==> config.mk <==
export PLATFORM = sky130hd
export DESIGN_NAME = lpm_hint_eval
export DESIGN_NICKNAME = d
export VERILOG_FILES = /design/src/rtl/lpm_hint_eval.sv
export SDC_FILE = /design/constraint.sdc
export NUM_CORES = 1
export LEC_CHECK = 0
export ABC_AREA = 1
export ABC_CLOCK_PERIOD_IN_PS = 3900
export BUFFER_PORTS_ARGS = -buffer_cell sky130_fd_sc_hd__buf_4
export CORE_ASPECT_RATIO = 1.1
export CORE_MARGIN = 4
export CORE_UTILIZATION = 30
export DETAILED_ROUTE_END_ITERATION = 8
export PLACE_DENSITY = 0.5
export SLEW_MARGIN = 5
export SYNTH_ARGS = -nofsm -noshare
export SYNTH_HDL_FRONTEND = slang
export SYNTH_SLANG_ARGS = --single-unit
==> constraint.sdc <==
create_clock -name clock -period 3.9 [get_ports clock]
set_input_delay 0.975 -clock clock [delete_from_list [all_inputs] [get_ports clock]]
set_output_delay 0.975 -clock clock [all_outputs]
set_load 0.01 [all_outputs]
==> src/rtl/lpm_hint_eval.sv <==
// lpm_hint_eval: streaming lookup of one NAME=VALUE binding inside a
// comma-separated hint string delivered one character per cycle.
// The result (found/value/val_ovf) is held from the done pulse until
// the next accepted start.
module lpm_hint_eval #(
  parameter int MAX_KEY_CHARS = 32,
  parameter int MAX_VAL_CHARS = 5
) (
  input  logic                       clock,
  input  logic                       sclr,
  input  logic                       start,
  input  logic [8*MAX_KEY_CHARS-1:0] key,
  input  logic [7:0]                 hint_char,
  input  logic                       hint_valid,
  input  logic                       hint_last,
  output logic                       busy,
  output logic                       done,
  output logic                       found,
  output logic [8*MAX_VAL_CHARS-1:0] value,
  output logic                       val_ovf
);

  localparam int KW  = 8 * MAX_KEY_CHARS;
  localparam int VW  = 8 * MAX_VAL_CHARS;
  // Name length saturates one past the limit so an over-long name is remembered.
  localparam int NLW = $clog2(MAX_KEY_CHARS + 2);
  localparam int VLW = $clog2(MAX_VAL_CHARS + 1);

  typedef enum logic [2:0] {
    S_IDLE  = 3'd0,
    S_NAME  = 3'd1,
    S_VALUE = 3'd2,
    S_SKIP  = 3'd3,
    S_DONE  = 3'd4
  } state_t;

  state_t           state_r;
  logic [KW-1:0]    key_r;
  logic [KW-1:0]    name_r;
  logic [NLW-1:0]   name_len_r;
  logic [VW-1:0]    value_r;
  logic [VLW-1:0]   val_len_r;
  logic             found_r;
  logic             val_ovf_r;
  logic             busy_r;
  logic             done_r;

  logic             char_ign_s;
  logic             is_eq_s;
  logic             is_comma_s;
  logic             name_match_s;
  logic             accept_s;
  state_t           char_nxt_s;

  assign char_ign_s   = (hint_char == 8'h20) || (hint_char == 8'h00);
  assign is_eq_s      = (hint_char == 8'h3D);
  assign is_comma_s   = (hint_char == 8'h2C);
  // Both buffers are right-justified with zero padding, so a plain vector
  // compare is exact; empty and over-long names are excluded explicitly.
  assign name_match_s = (name_len_r != {NLW{1'b0}}) &&
                        (name_len_r <= NLW'(MAX_KEY_CHARS)) &&
                        (name_r == key_r);
  assign accept_s     = hint_valid &&
                        ((state_r == S_NAME) || (state_r == S_VALUE) || (state_r == S_SKIP));

  // State that the current character leads to, before end-of-string handling.
  always_comb begin
    char_nxt_s = state_r;
    case (state_r)
      S_NAME: begin
        if (!char_ign_s && is_eq_s) begin
          char_nxt_s = name_match_s ? S_VALUE : S_SKIP;
        end else begin
          char_nxt_s = S_NAME;
        end
      end
      S_VALUE: begin
        if (!char_ign_s && is_comma_s) begin
          char_nxt_s = S_SKIP;
        end else begin
          char_nxt_s = S_VALUE;
        end
      end
      S_SKIP: begin
        if (!char_ign_s && is_comma_s && !found_r) begin
          char_nxt_s = S_NAME;
        end else begin
          char_nxt_s = S_SKIP;
        end
      end
      default: char_nxt_s = state_r;
    endcase
  end

  // Query FSM, character buffers and registered result outputs.
  always_ff @(posedge clock) begin
    if (sclr) begin
      state_r    <= S_IDLE;
      key_r      <= {KW{1'b0}};
      name_r     <= {KW{1'b0}};
      name_len_r <= {NLW{1'b0}};
      value_r    <= {VW{1'b0}};
      val_len_r  <= {VLW{1'b0}};
      found_r    <= 1'b0;
      val_ovf_r  <= 1'b0;
      busy_r     <= 1'b0;
      done_r     <= 1'b0;
    end else begin
      case (state_r)
        S_IDLE: begin
          done_r <= 1'b0;
          if (start) begin
            state_r    <= S_NAME;
            busy_r     <= 1'b1;
            key_r      <= key;
            name_r     <= {KW{1'b0}};
            name_len_r <= {NLW{1'b0}};
            value_r    <= {VW{1'b0}};
            val_len_r  <= {VLW{1'b0}};
            found_r    <= 1'b0;
            val_ovf_r  <= 1'b0;
          end
        end
        S_NAME, S_VALUE, S_SKIP: begin
          if (accept_s) begin
            if (!char_ign_s) begin
              case (state_r)
                S_NAME: begin
                  if (is_comma_s) begin
                    name_r     <= {KW{1'b0}};
                    name_len_r <= {NLW{1'b0}};
                  end else if (!is_eq_s) begin
                    name_r <= {name_r[KW-9:0], hint_char};
                    if (name_len_r <= NLW'(MAX_KEY_CHARS)) begin
                      name_len_r <= name_len_r + NLW'(1);
                    end
                  end
                end
                S_VALUE: begin
                  if (is_comma_s) begin
                    found_r <= 1'b1;
                  end else begin
                    // Shift register keeps the most recent characters on overflow.
                    value_r <= {value_r[VW-9:0], hint_char};
                    if (val_len_r == VLW'(MAX_VAL_CHARS)) begin
                      val_ovf_r <= 1'b1;
                    end else begin
                      val_len_r <= val_len_r + VLW'(1);
                    end
                  end
                end
                S_SKIP: begin
                  if (is_comma_s && !found_r) begin
                    name_r     <= {KW{1'b0}};
                    name_len_r <= {NLW{1'b0}};
                  end
                end
                default: ;
              endcase
            end
            if (hint_last) begin
              state_r <= S_DONE;
              busy_r  <= 1'b0;
              done_r  <= 1'b1;
              // A string ending inside the matched value still counts as found.
              if (char_nxt_s == S_VALUE) begin
                found_r <= 1'b1;
              end
            end else begin
              state_r <= char_nxt_s;
            end
          end
        end
        S_DONE: begin
          done_r  <= 1'b0;
          state_r <= S_IDLE;
        end
        default: begin
          state_r <= S_IDLE;
          busy_r  <= 1'b0;
          done_r  <= 1'b0;
        end
      endcase
    end
  end

  assign busy    = busy_r;
  assign done    = done_r;
  assign found   = found_r;
  assign value   = value_r;
  assign val_ovf = val_ovf_r;

endmodule

==> impl_metrics.tcl <==
set metrics [dict create \
    placementRows 109 \
    first_pass_iters 5 \
    ys_seq_area_share_pct 47.0 \
    required_ps 4380 \
    grt_remaining_overflow 0 \
    grt_pass1_wl_mm 117 \
    hold_path_class "flop to flop" \
    skew_ps 16.7 \
    dieWidth_um 279 \
    gr-usage-all-layers_pct 17.0 \
    die-area_um2 85300 \
    syn_area_um2 24200 \
    fillers 8574 \
    slew_headroom_pct 21.5 \
    r2r_start "state_r[1]" \
    holdPathEnd "key_r[160]" \
    syn_nets 3552 \
    vias 21500 \
    start_util_pct 30.2 \
    critPathLaunchType "input pin" \
    final_area_um2 29700 \
    setup_viol 0 \
    power.leakage_nw 12.0 \
    port_buffers 312 \
    layout-drive-gt1-share_pct 13.8 \
    gp_congestion 0.775 \
    numCtsBuffers 66 \
    detail-route-antenna-nets 0 \
    r2r_end "name_len_r[4]" \
    hold_path_startpoint "key_r[160]" \
    syn_avg_cell_area_um2 7.38 \
    status "finished clean" \
    synth_warnings 0 \
    ctsResizeCount 0 \
    clockBufferDepth 3 \
    post-route-period-util_pct 68.5 \
    end_kind "flop" \
    setup_tns_ps 0 \
    crit_type "input pin to flop" \
    place_ws_ps 583 \
    yosysUniqueCellTypes 33 \
    dp_hpwl_mm 51.1 \
    grt_max_degree 143 \
    max_freq_mhz 374 \
    clk_pin_slew_ps 60 \
    fin_nets 3753 \
    clock-root-buffer "clkbuf_16" \
    drv_cap 0 \
    clk_latency_ps 590 \
    holdWs_ps 464 \
    wl_per_cell_um 16.4 \
    htree_levels 3 \
    grt_setup_unrepaired "no" \
    worst_pin_slew_ps 1180 \
    viasPerCell 4.69 \
    area_delta_synth_final_pct 22.7 \
    antenna_found_initial 5 \
    hold_viol 0 \
    fin_crit_ps 2670 \
    cts_tree "yes" \
    grt_pass1_vias 21000 \
    crit_fanout 21 \
    cts_setup_buffers 0 \
    power_density_nw_per_um2 559 \
    hold_depth 2 \
    cts_hold_buf 0 \
    fp.dieH_um 306 \
    reg2reg_slack_ps 1250 \
    rr_worst_depth 14 \
    coreArea_um2 80200 \
    place_area_um2 27500 \
    io_pins 313 \
    ir_drop_mv 0.310 \
    routed_wl_mm 75.3 \
    cts.sinks 568 \
    drv_slew 0 \
    drcViolationCount 0 \
    arrival_ps 3150 \
    netlist_instances 3279 \
    synth-seq-cells 568 \
    drt_iter0_markers 1115 \
    finalWorstSetupSlack_ps 1230 \
]
[area by class of cell]
cell class,instances,area (um^2),area share (%)
diodes,5,12.5,0.0421
well taps,1054,1320,4.44
clock inverters,21,206,0.695
repair buffers,361,2880,9.71
multi-input cells,2265,11100,37.5
flip-flops and latches,568,11400,38.3
clock buffers,96,1950,6.55
inverters,218,828,2.79
[logic make-up (layout without fill, tap and decap cells)]
group / after synthesis / after routing / share of synthesized area, %
XOR/XNOR: 163 / 163 / 5.90
flip-flops: 568 / 568 / 47.0
AND/OR/NAND/NOR: 1165 / 1165 / 19.3
other: 0 / 5 / 0
AO/OA/AOI/OAI: 933 / 933 / 20.4
buffers and inverters: 446 / 696 / 7.18
adder cells (fa/ha/maj): 4 / 4 / 0.207
[cells in the final DEF (no fill, tap or decap), types with 2 or more instances in the layout]
cell,n
nand2_1,576
dfxtp_1,568
a21oi_1,557
nor2_1,375
buf_4,346
o21ai_0,274
inv_1,209
nand3_1,190
xnor2_1,131
a211oi_1,93
clkbuf_16,67
xor2_1,32
clkbuf_8,16
clkbuf_1,13
buf_12,13
clkinv_2,10
inv_2,6
diode_2,5
nor2_4,4
nor3_1,4
ha_1,4
inv_6,4
nor2_2,3
o21ai_1,3
a31oi_1,3
nor3b_1,3
bufinv_16,3
clkinvlp_4,3
nand2_2,2
nor3_2,2
[power breakdown]
group | internal, mW | switching (mW)
registers | 6.48 | 0.568
logic | 1.35 | 2.04
clock network | 3.67 | 2.49
[Yosys cell counts]
| master | number | area share [%] |
|---|---|---|
| nor2_4 | 1 | 0.047 |
| xnor2_1 | 131 | 4.7 |
| o21ai_0 | 274 | 5.7 |
| nor3_1 | 4 | 0.083 |
| inv_2 | 7 | 0.11 |
| nor2_1 | 378 | 5.9 |
| a211oi_1 | 93 | 2.9 |
| and3_1 | 1 | 0.026 |
| o41ai_4 | 1 | 0.11 |
| nor3_2 | 2 | 0.083 |
| nand3_1 | 190 | 3.9 |
| or2_1 | 1 | 0.026 |
| nand4_2 | 1 | 0.052 |
| o21ai_4 | 1 | 0.067 |
| buf_2 | 40 | 0.83 |
| xor2_1 | 32 | 1.2 |
| a21oi_1 | 557 | 12 |
| ha_1 | 4 | 0.21 |
| buf_1 | 11 | 0.17 |
| a31oi_1 | 3 | 0.078 |
| buf_6 | 2 | 0.093 |
| nor2_2 | 3 | 0.078 |
| or2_0 | 1 | 0.026 |
| clkinv_1 | 2 | 0.031 |
| nand2_1 | 577 | 8.9 |
| o21ai_1 | 3 | 0.062 |
| nor3b_1 | 3 | 0.093 |
| nand4_1 | 1 | 0.026 |
| nand2_2 | 2 | 0.052 |
| inv_1 | 209 | 3.2 |
| o31ai_1 | 1 | 0.031 |
| clkbuf_1 | 175 | 2.7 |
| dfxtp_1 | 568 | 47 |
[worst max-delay path by stage]
stage,startpoint,to,slack [ps],cells after the start
global route,hint_char[6],name_r[105],990,9
global placement,hint_char[6],name_len_r[4],620,11
floorplan,hint_char[1],name_len_r[4],1450,13
CTS,state_r[1],name_len_r[4],1230,14
finish,hint_char[6],name_len_r[4],1230,11
detailed placement,hint_char[6],name_len_r[4],580,11
[routing by layer]
| layer | share of wire [%] | global-route usage (%) | vias to the layer above |
|---|---|---|---|
| met4 | 1.8 | 4.72 | 0 |
| met2 | 48 | 28.6 | 346 |
| met1 | 46 | 22.5 | 9935 |
| met5 | 0 | 0 | - |
| li1 | - | - | 11200 |
| met3 | 4.3 | 3.05 | 68 |
[critical path, cell delays in order]
cell and delay (ps):
buf_4 110, nor2_1 300, nand3_1 220, o21ai_1 290
nand4_4 330, inv_4 340, o41ai_4 230, nor3_2 170
nand3_1 90, nand2_1 60, nor2_1 40
[registers in the layout, indices dropped and copies added (netlist names)]
register	cells
key_r	256
name_r	256
value	40
name_len_r	6
state_r	3
val_len_r	3
busy	1
done	1
found	1
val_ovf	1
[through the flow]
stage	utilization (%)	std cells	total power, mW
after floorplan	-	3279	9.36
after CTS	37.0	4583	16.9
after global routing	37.0	4587	17.6
after global placement	34.3	4466	10.6
final	37.0	4588	16.6
after detailed placement	34.3	4466	10.6
Power figures use the tool's default switching activity.
